==> src/rtl/coeff_load_ctrl_pkg.sv <==
// Shared constants, state encoding and default kernel for the
// frame-synchronous 3x3 coefficient loader.
package coeff_load_ctrl_pkg;

  localparam int NCOEFF     = 9;
  localparam int COEFF_W    = 16;
  localparam int IDX_W      = 4;
  localparam int COMMIT_IDX = NCOEFF;

  localparam logic [COEFF_W-1:0] CENTER_RST = 16'h0001;

  typedef logic [COEFF_W-1:0] coeff_t;

  typedef enum logic [1:0] {
    IDLE,
    COPY,
    LOAD,
    DONE
  } state_t;

  function automatic coeff_t dflt_coeff(input int i);
    return (i == NCOEFF / 2) ? CENTER_RST : '0;
  endfunction

endpackage

==> src/rtl/coeff_load_ctrl_strobe_sync.sv <==
// Two-flop synchroniser for an async strobe level, rising-edge
// detect on the third flop and a toggle acknowledge.
module strobe_sync (
  input  logic clk,
  input  logic rst,
  input  logic strobe_i,
  output logic edge_o,
  output logic ack_o
);

  logic [2:0] sync_q;

  assign edge_o = sync_q[1] & ~sync_q[2];

  always_ff @(posedge clk) begin
    if (rst) begin
      sync_q <= '0;
      ack_o  <= 1'b0;
    end else begin
      sync_q <= {sync_q[1:0], strobe_i};
      ack_o  <= ack_o ^ edge_o;
    end
  end

endmodule

==> src/rtl/coeff_load_ctrl.sv <==
// Shadow/active coefficient banks, streamed to the conv stage at vsync.
// Define COEFF_READBACK_EN to add the rd_strobe_i/rd_ack_o/rd_data_o port.
module coeff_load_ctrl
  import coeff_load_ctrl_pkg::*;
(
  input  logic               clk,
  input  logic               rst,
  input  logic               vs_i,
  input  logic               wr_strobe_i,
  input  logic [7:0]         addr_i,
  input  logic [31:0]        data_i,
`ifdef COEFF_READBACK_EN
  input  logic               rd_strobe_i,
  output logic               rd_ack_o,
  output logic [31:0]        rd_data_o,
`endif
  output logic               wr_ack_o,
  output logic [COEFF_W-1:0] coeff_o,
  output logic               coeff_vld_o,
  output logic               coeff_first_o,
  output logic               busy_o,
  output logic               pending_o,
  output logic [7:0]         load_cnt_o
);

  state_t            state;
  coeff_t            shadow [NCOEFF];
  coeff_t            active [NCOEFF];
  logic [IDX_W-1:0]  cnt;
  logic [5:0]        idx;
  logic              wr_edge;
  logic              vs_q;
  logic              vs_rise;
  logic              commit;
  logic              unused_bits;

  assign idx         = addr_i[7:2];
  assign vs_rise     = vs_i & ~vs_q;
  assign commit      = wr_edge & (idx == 6'(COMMIT_IDX)) & data_i[0];
  assign busy_o      = (state == COPY) | (state == LOAD);
  assign unused_bits = ^{addr_i[1:0], data_i[31:COEFF_W]};

  strobe_sync u_wr_sync (
    .clk      (clk),
    .rst      (rst),
    .strobe_i (wr_strobe_i),
    .edge_o   (wr_edge),
    .ack_o    (wr_ack_o)
  );

  always_ff @(posedge clk) begin
    if (rst) begin
      for (int i = 0; i < NCOEFF; i++)
        shadow[i] <= dflt_coeff(i);
    end else if (wr_edge && idx < 6'(NCOEFF)) begin
      shadow[idx[IDX_W-1:0]] <= data_i[COEFF_W-1:0];
    end
  end

  // COPY already issues word 0 so the stream starts two cycles after the rise.
  always_ff @(posedge clk) begin
    if (rst) begin
      state         <= IDLE;
      vs_q          <= 1'b0;
      pending_o     <= 1'b1;
      cnt           <= '0;
      coeff_o       <= '0;
      coeff_vld_o   <= 1'b0;
      coeff_first_o <= 1'b0;
      load_cnt_o    <= '0;
      for (int i = 0; i < NCOEFF; i++)
        active[i] <= dflt_coeff(i);
    end else begin
      vs_q <= vs_i;
      unique case (state)
        IDLE: begin
          if (vs_rise && pending_o)
            state <= COPY;
        end
        COPY: begin
          for (int i = 0; i < NCOEFF; i++)
            active[i] <= shadow[i];
          pending_o     <= 1'b0;
          coeff_o       <= shadow[0];
          coeff_vld_o   <= 1'b1;
          coeff_first_o <= 1'b1;
          cnt           <= IDX_W'(1);
          state         <= LOAD;
        end
        LOAD: begin
          coeff_o       <= active[cnt];
          coeff_vld_o   <= 1'b1;
          coeff_first_o <= (cnt == '0);
          cnt           <= cnt + 1'b1;
          if (cnt == IDX_W'(NCOEFF - 1))
            state <= DONE;
        end
        DONE: begin
          coeff_vld_o   <= 1'b0;
          coeff_first_o <= 1'b0;
          load_cnt_o    <= load_cnt_o + 8'd1;
          state         <= IDLE;
        end
        default: state <= IDLE;
      endcase
      if (commit)
        pending_o <= 1'b1;
    end
  end

`ifdef COEFF_READBACK_EN
  logic rd_edge;

  strobe_sync u_rd_sync (
    .clk      (clk),
    .rst      (rst),
    .strobe_i (rd_strobe_i),
    .edge_o   (rd_edge),
    .ack_o    (rd_ack_o)
  );

  always_ff @(posedge clk) begin
    if (rst) begin
      rd_data_o <= '0;
    end else if (rd_edge) begin
      if (idx < 6'(NCOEFF))
        rd_data_o <= 32'(active[idx[IDX_W-1:0]]);
      else if (idx == 6'(COMMIT_IDX))
        rd_data_o <= {31'b0, pending_o};
      else
        rd_data_o <= '0;
    end
  end
`endif

endmodule
==> config.mk <==
export PLATFORM = sky130hd
export DESIGN_NAME = coeff_load_ctrl
export DESIGN_NICKNAME = d
export VERILOG_FILES = /design/src/rtl/coeff_load_ctrl_pkg.sv /design/src/rtl/coeff_load_ctrl_strobe_sync.sv /design/src/rtl/coeff_load_ctrl.sv
export SDC_FILE = /design/constraint.sdc
export NUM_CORES = 1
export LEC_CHECK = 0
export CORE_MARGIN = 2
export CORE_UTILIZATION = 40
export DETAILED_ROUTE_END_ITERATION = 10
export SLEW_MARGIN = 40
export SYNTH_ARGS = -nofsm -noshare
export SYNTH_HDL_FRONTEND = slang
export SYNTH_SLANG_ARGS = --single-unit
==> constraint.sdc <==
create_clock -name clk -period 6 [get_ports clk]
set_input_delay 1.2 -clock clk [delete_from_list [all_inputs] [get_ports clk]]
set_output_delay 1.2 -clock clk [all_outputs]
set_load 0.005 [all_outputs]
==> metrics.sh <==
ANTENNA_LEFT=0
FINAL_COMMON_CELL='sky130_fd_sc_hd__edfxtp_1'
RUN_STATUS='finished, final reports clean'
NUM_ROWS=67
CP_DATA_ARRIVAL_TIME_NS=2.27
MAX_SLEW.WORST_PIN.SLEW_NS=0.841
R2R_CELLS=5
DRC=0
LAYOUT-DRIVE-GT1-SHARE=0.100
CTS.SINK_COUNT=330
SYNTH.YOSYS.SEQ_AREA_SHARE=0.689
POWER.INTERNAL_mW=4.54
DETAILED_ROUTE_VIA_COUNT=7084
WORST_HOLD_PATH.NUM_CELLS=1
FINISH.NET_COUNT=1053
PLACE_CONGESTION=0.731
SYNTH_CELL_TYPES=46
ENDPOINT_KIND='output port'
ROUTEDWLPERCELL_UM=17.6
GRT_PASS1_WL_UM=40500
DRV_SLEW=0
FIRST_ITER_VIOLATIONS=592
CLOCKBUFFERDEPTH=3
NETLIST.TOP_CELL.BY_AREA='sky130_fd_sc_hd__edfxtp_1'
TIMING.CRITICAL_PATH.FROM='state[1]'
SYN-NUM-NETS=1002
CLK-INSERTION-DELAY-LATE_NS=0.51
SYNTH_TOP_CELL_AREA_SHARE=0.628
FLIP_FLOP_AND_LATCH_COUNT_AFTER_SYNTHESIS=330
TIMING.FMAX_MHz=288
PERIOD_SHARE=0.579
WORSTSETUPSTARTPOINTTYPE='flip-flop'
POWER.STATIC_LEAKAGE_nW=5.70
LAYOUT.CELL_AREA.NON_FILLER_UM2=15800
HOLD_PATH.CLASS='flip-flop to flip-flop'
POSTCTSSETUPREPAIRBUFS=0
DESIGN.PORTCOUNT=73
WL_MET3_UM=880
VIAS_IN_THE_FIRST_GLOBAL_ROUTE=7140
PLACE_HPWL_UM=17200
POSTLAYOUTSETUPSLACKWORST_NS=2.53
CRIT_PATH_MAX_FANOUT=28
MAPPEDNETLISTAREA_UM2=13800
ANTENNA_CELLS=0
MIN_PERIOD_NS=3.47
ROUTE.DETAILED.VIAS_PER_INST=4.81
SYN_TO_FINAL_GROWTH_PCT=14.4
P_COMB_FRAC=0.179
STARTING_DENSITY_OF_THE_CORE=0.409
DRT-TOTAL-WL_UM=25900
SYN-INSTANCE-COUNT=950
CTS_HOLD_BUF=0
FIRSTDRTPASSITERS=4
TOPROUTINGLAYERUSED='met4'
GR-TOTAL-OVERFLOW=0
CLOCK-ROOT-BUFFER='sky130_fd_sc_hd__clkbuf_16'
LAYOUT.CELLS.MOST_COMMON_LIST='sky130_fd_sc_hd__edfxtp_1, sky130_fd_sc_hd__and2_1, sky130_fd_sc_hd__clkdlybuf4s50_1, sky130_fd_sc_hd__mux2i_1'
NUMBER_OF_CLOCK_BUFFERS_INSERTED_BY_TRITONCTS=35
SWITCHING_SHARE=0.264
YS.FLOP_TYPE='sky130_fd_sc_hd__edfxtp_1'
HOLDCRITSTARTPOINT='u_wr_sync.sync_q[0]'
PORTBUFFERS=54
COUNT_OF_FILL_CELLS_ADDED_DURING_FILLER_INSERTION=2970
P_SWITCHING_mW=1.63
FP.DIEAREA_UM2=36000
WL_MET1_UM=11700
CRITICALPATHCATEGORY='flip-flop to output port'
CTS-HTREE-LEVELS=2
CTS_REPAIR_RESIZE_COUNT=0
R2R_SLACK_NS=3.39
GLOBAL_ROUTE_TOTAL_USAGE_ACROSS_EVERY_LAYER=0.148
WORST_EP_REQUIRED_TIME_NS=4.80
MAXCAPVIOLATIONS=0
PWR_DENSITY_CELL_nW_PER_UM2=392
SYNTH_TOP_CELLS_BY_AREA='sky130_fd_sc_hd__edfxtp_1, sky130_fd_sc_hd__and2_1, sky130_fd_sc_hd__dfxtp_1'
POST_ROUTE_UTILIZATION=0.468
SYN_AREA_PER_CELL_UM2=14.5
PLACEMENT.SETUP.WORST_SLACK_NS=2.23
POWER.SEQUENTIAL.FRACTION=0.503
RSZ0062_AT_GRT='false'
SLEW_MARGIN_REL=0.439
CTS_TREE='done'
DIE_W_UM=190
CTS.REPORTEDPATHS.CLKPINSLEW_NS=0.06
INITIAL_ANTENNA_VIOLATION_COUNT=0
POST_DP_CELL_AREA_UM2=14700
DIE_HEIGHT_UM=190
VDD_DROP_MAX_mV=0.256
CLOCK-SKEW-FINAL_NS=0.00766
SYNTH.YOSYS.WARNINGS=0
SETUP_VIOL=0
MET2_LENGTH_UM=13000
FIN_TOTAL_PWR_mW=6.18
EDFF_COUNT_SYNTH=288
POSTSYNTH.ASYNCRESETSHARE=0
CORE_AREA_UM2=33700
FINAL_HOLD_VIOL_COUNT=0
SETUP-TNS-FINAL_NS=0
GRT_START_MAX_NET_PINS=145
P_CLK_FRAC=0.318
[metal layers]
layer  track usage  up-vias
li1              -     3500
met1         0.195     3463
met2         0.252       91
met3        0.0256       30
met4        0.0403        0
met5             0        -
[critical path: stages (launching register included)]
cell                              delay, ns
sky130_fd_sc_hd__dfxtp_1               0.39
sky130_fd_sc_hd__inv_1                 0.10
sky130_fd_sc_hd__ha_2                  0.67
sky130_fd_sc_hd__clkdlybuf4s50_1       0.60
[registers in the layout, indices dropped and copies added (netlist names), named ones only]
name,cells
load_cnt_o,8
pending_o,1
coeff_vld_o,1
shadow,144
u_wr_sync.sync_q,3
u_wr_sync.ack_o,1
vs_q,1
cnt,4
coeff_o,16
active,144
state,2
coeff_first_o,1
[cell type report]
cell class                 instances  area (um2)  area share
sequential                       330        9500       0.602
multi-input combinational        551        3980       0.253
clock buffer                      45         913      0.0579
timing repair buffer              67         646      0.0410
tap                              448         561      0.0356
clock inverter                    16         109     0.00690
inverter                          16        60.1     0.00381
[power by group through the flow]
stage / Clock, mW / Sequential (mW) / Combinational (mW)
after floorplan: 0 / 3.07 / 0.799
after global routing: 2.10 / 3.15 / 1.21
after global placement: 0 / 3.15 / 1.10
after CTS: 2.01 / 3.12 / 1.13
final: 1.96 / 3.11 / 1.11
after detailed placement: 0 / 3.16 / 1.12
[logic make-up after synthesis]
| logic type | after synthesis | synth area share |
|---|---|---|
| xor gates and xnor gates | 6 | 0.00381 |
| AOI/OAI and AO/OA | 74 | 0.0328 |
| and+or+nand+nor | 397 | 0.181 |
| muxes | 66 | 0.0632 |
| DFF | 330 | 0.689 |
| adders and majority gates | 8 | 0.00726 |
| buffers and inverters | 69 | 0.0233 |
[synthesized netlist by cell type, types with 2 or more instances]
| library cell | n |
|---|---|
| sky130_fd_sc_hd__and3_1 | 2 |
| sky130_fd_sc_hd__clkbuf_1 | 32 |
| sky130_fd_sc_hd__buf_1 | 3 |
| sky130_fd_sc_hd__nor4_4 | 2 |
| sky130_fd_sc_hd__buf_6 | 4 |
| sky130_fd_sc_hd__a22oi_1 | 2 |
| sky130_fd_sc_hd__mux4_1 | 7 |
| sky130_fd_sc_hd__mux2i_1 | 45 |
| sky130_fd_sc_hd__nand3_4 | 2 |
| sky130_fd_sc_hd__a21oi_1 | 32 |
| sky130_fd_sc_hd__xnor2_1 | 2 |
| sky130_fd_sc_hd__nand4_1 | 3 |
| sky130_fd_sc_hd__nor2_1 | 40 |
| sky130_fd_sc_hd__nand3_1 | 2 |
| sky130_fd_sc_hd__nor3_4 | 4 |
| sky130_fd_sc_hd__nor3_1 | 3 |
| sky130_fd_sc_hd__nor2b_1 | 16 |
| sky130_fd_sc_hd__o21ai_0 | 7 |
| sky130_fd_sc_hd__nand2_1 | 9 |
| sky130_fd_sc_hd__dfxtp_1 | 42 |
| sky130_fd_sc_hd__nor2_2 | 2 |
| sky130_fd_sc_hd__ha_1 | 8 |
| sky130_fd_sc_hd__xor2_1 | 4 |
| sky130_fd_sc_hd__clkbuf_2 | 3 |
| sky130_fd_sc_hd__nand2b_1 | 2 |
| sky130_fd_sc_hd__mux2_2 | 7 |
| sky130_fd_sc_hd__inv_1 | 16 |
| sky130_fd_sc_hd__and2_1 | 286 |
| sky130_fd_sc_hd__mux4_2 | 7 |
| sky130_fd_sc_hd__nand3b_1 | 2 |
| sky130_fd_sc_hd__o22ai_1 | 15 |
| sky130_fd_sc_hd__or3_1 | 4 |
| sky130_fd_sc_hd__a211oi_1 | 8 |
| sky130_fd_sc_hd__o41ai_1 | 9 |
| sky130_fd_sc_hd__buf_2 | 10 |
| sky130_fd_sc_hd__edfxtp_1 | 288 |
| sky130_fd_sc_hd__or2_2 | 11 |
[final timing paths]
kind / to
setup / recovery: busy_o
hold / removal: u_wr_sync.sync_q[1]
setup reg to reg: coeff_o[4]
hold reg to reg: u_wr_sync.sync_q[1]
[metrics by stage]
step,hold WS [ns],std cells
floorplan,0.414,950
global placement,0.418,1412
detailed placement,0.424,1412
CTS,0.439,1473
global route,0.461,1473
finish,0.435,1473
Note: power is estimated with default switching activity, not from simulation.
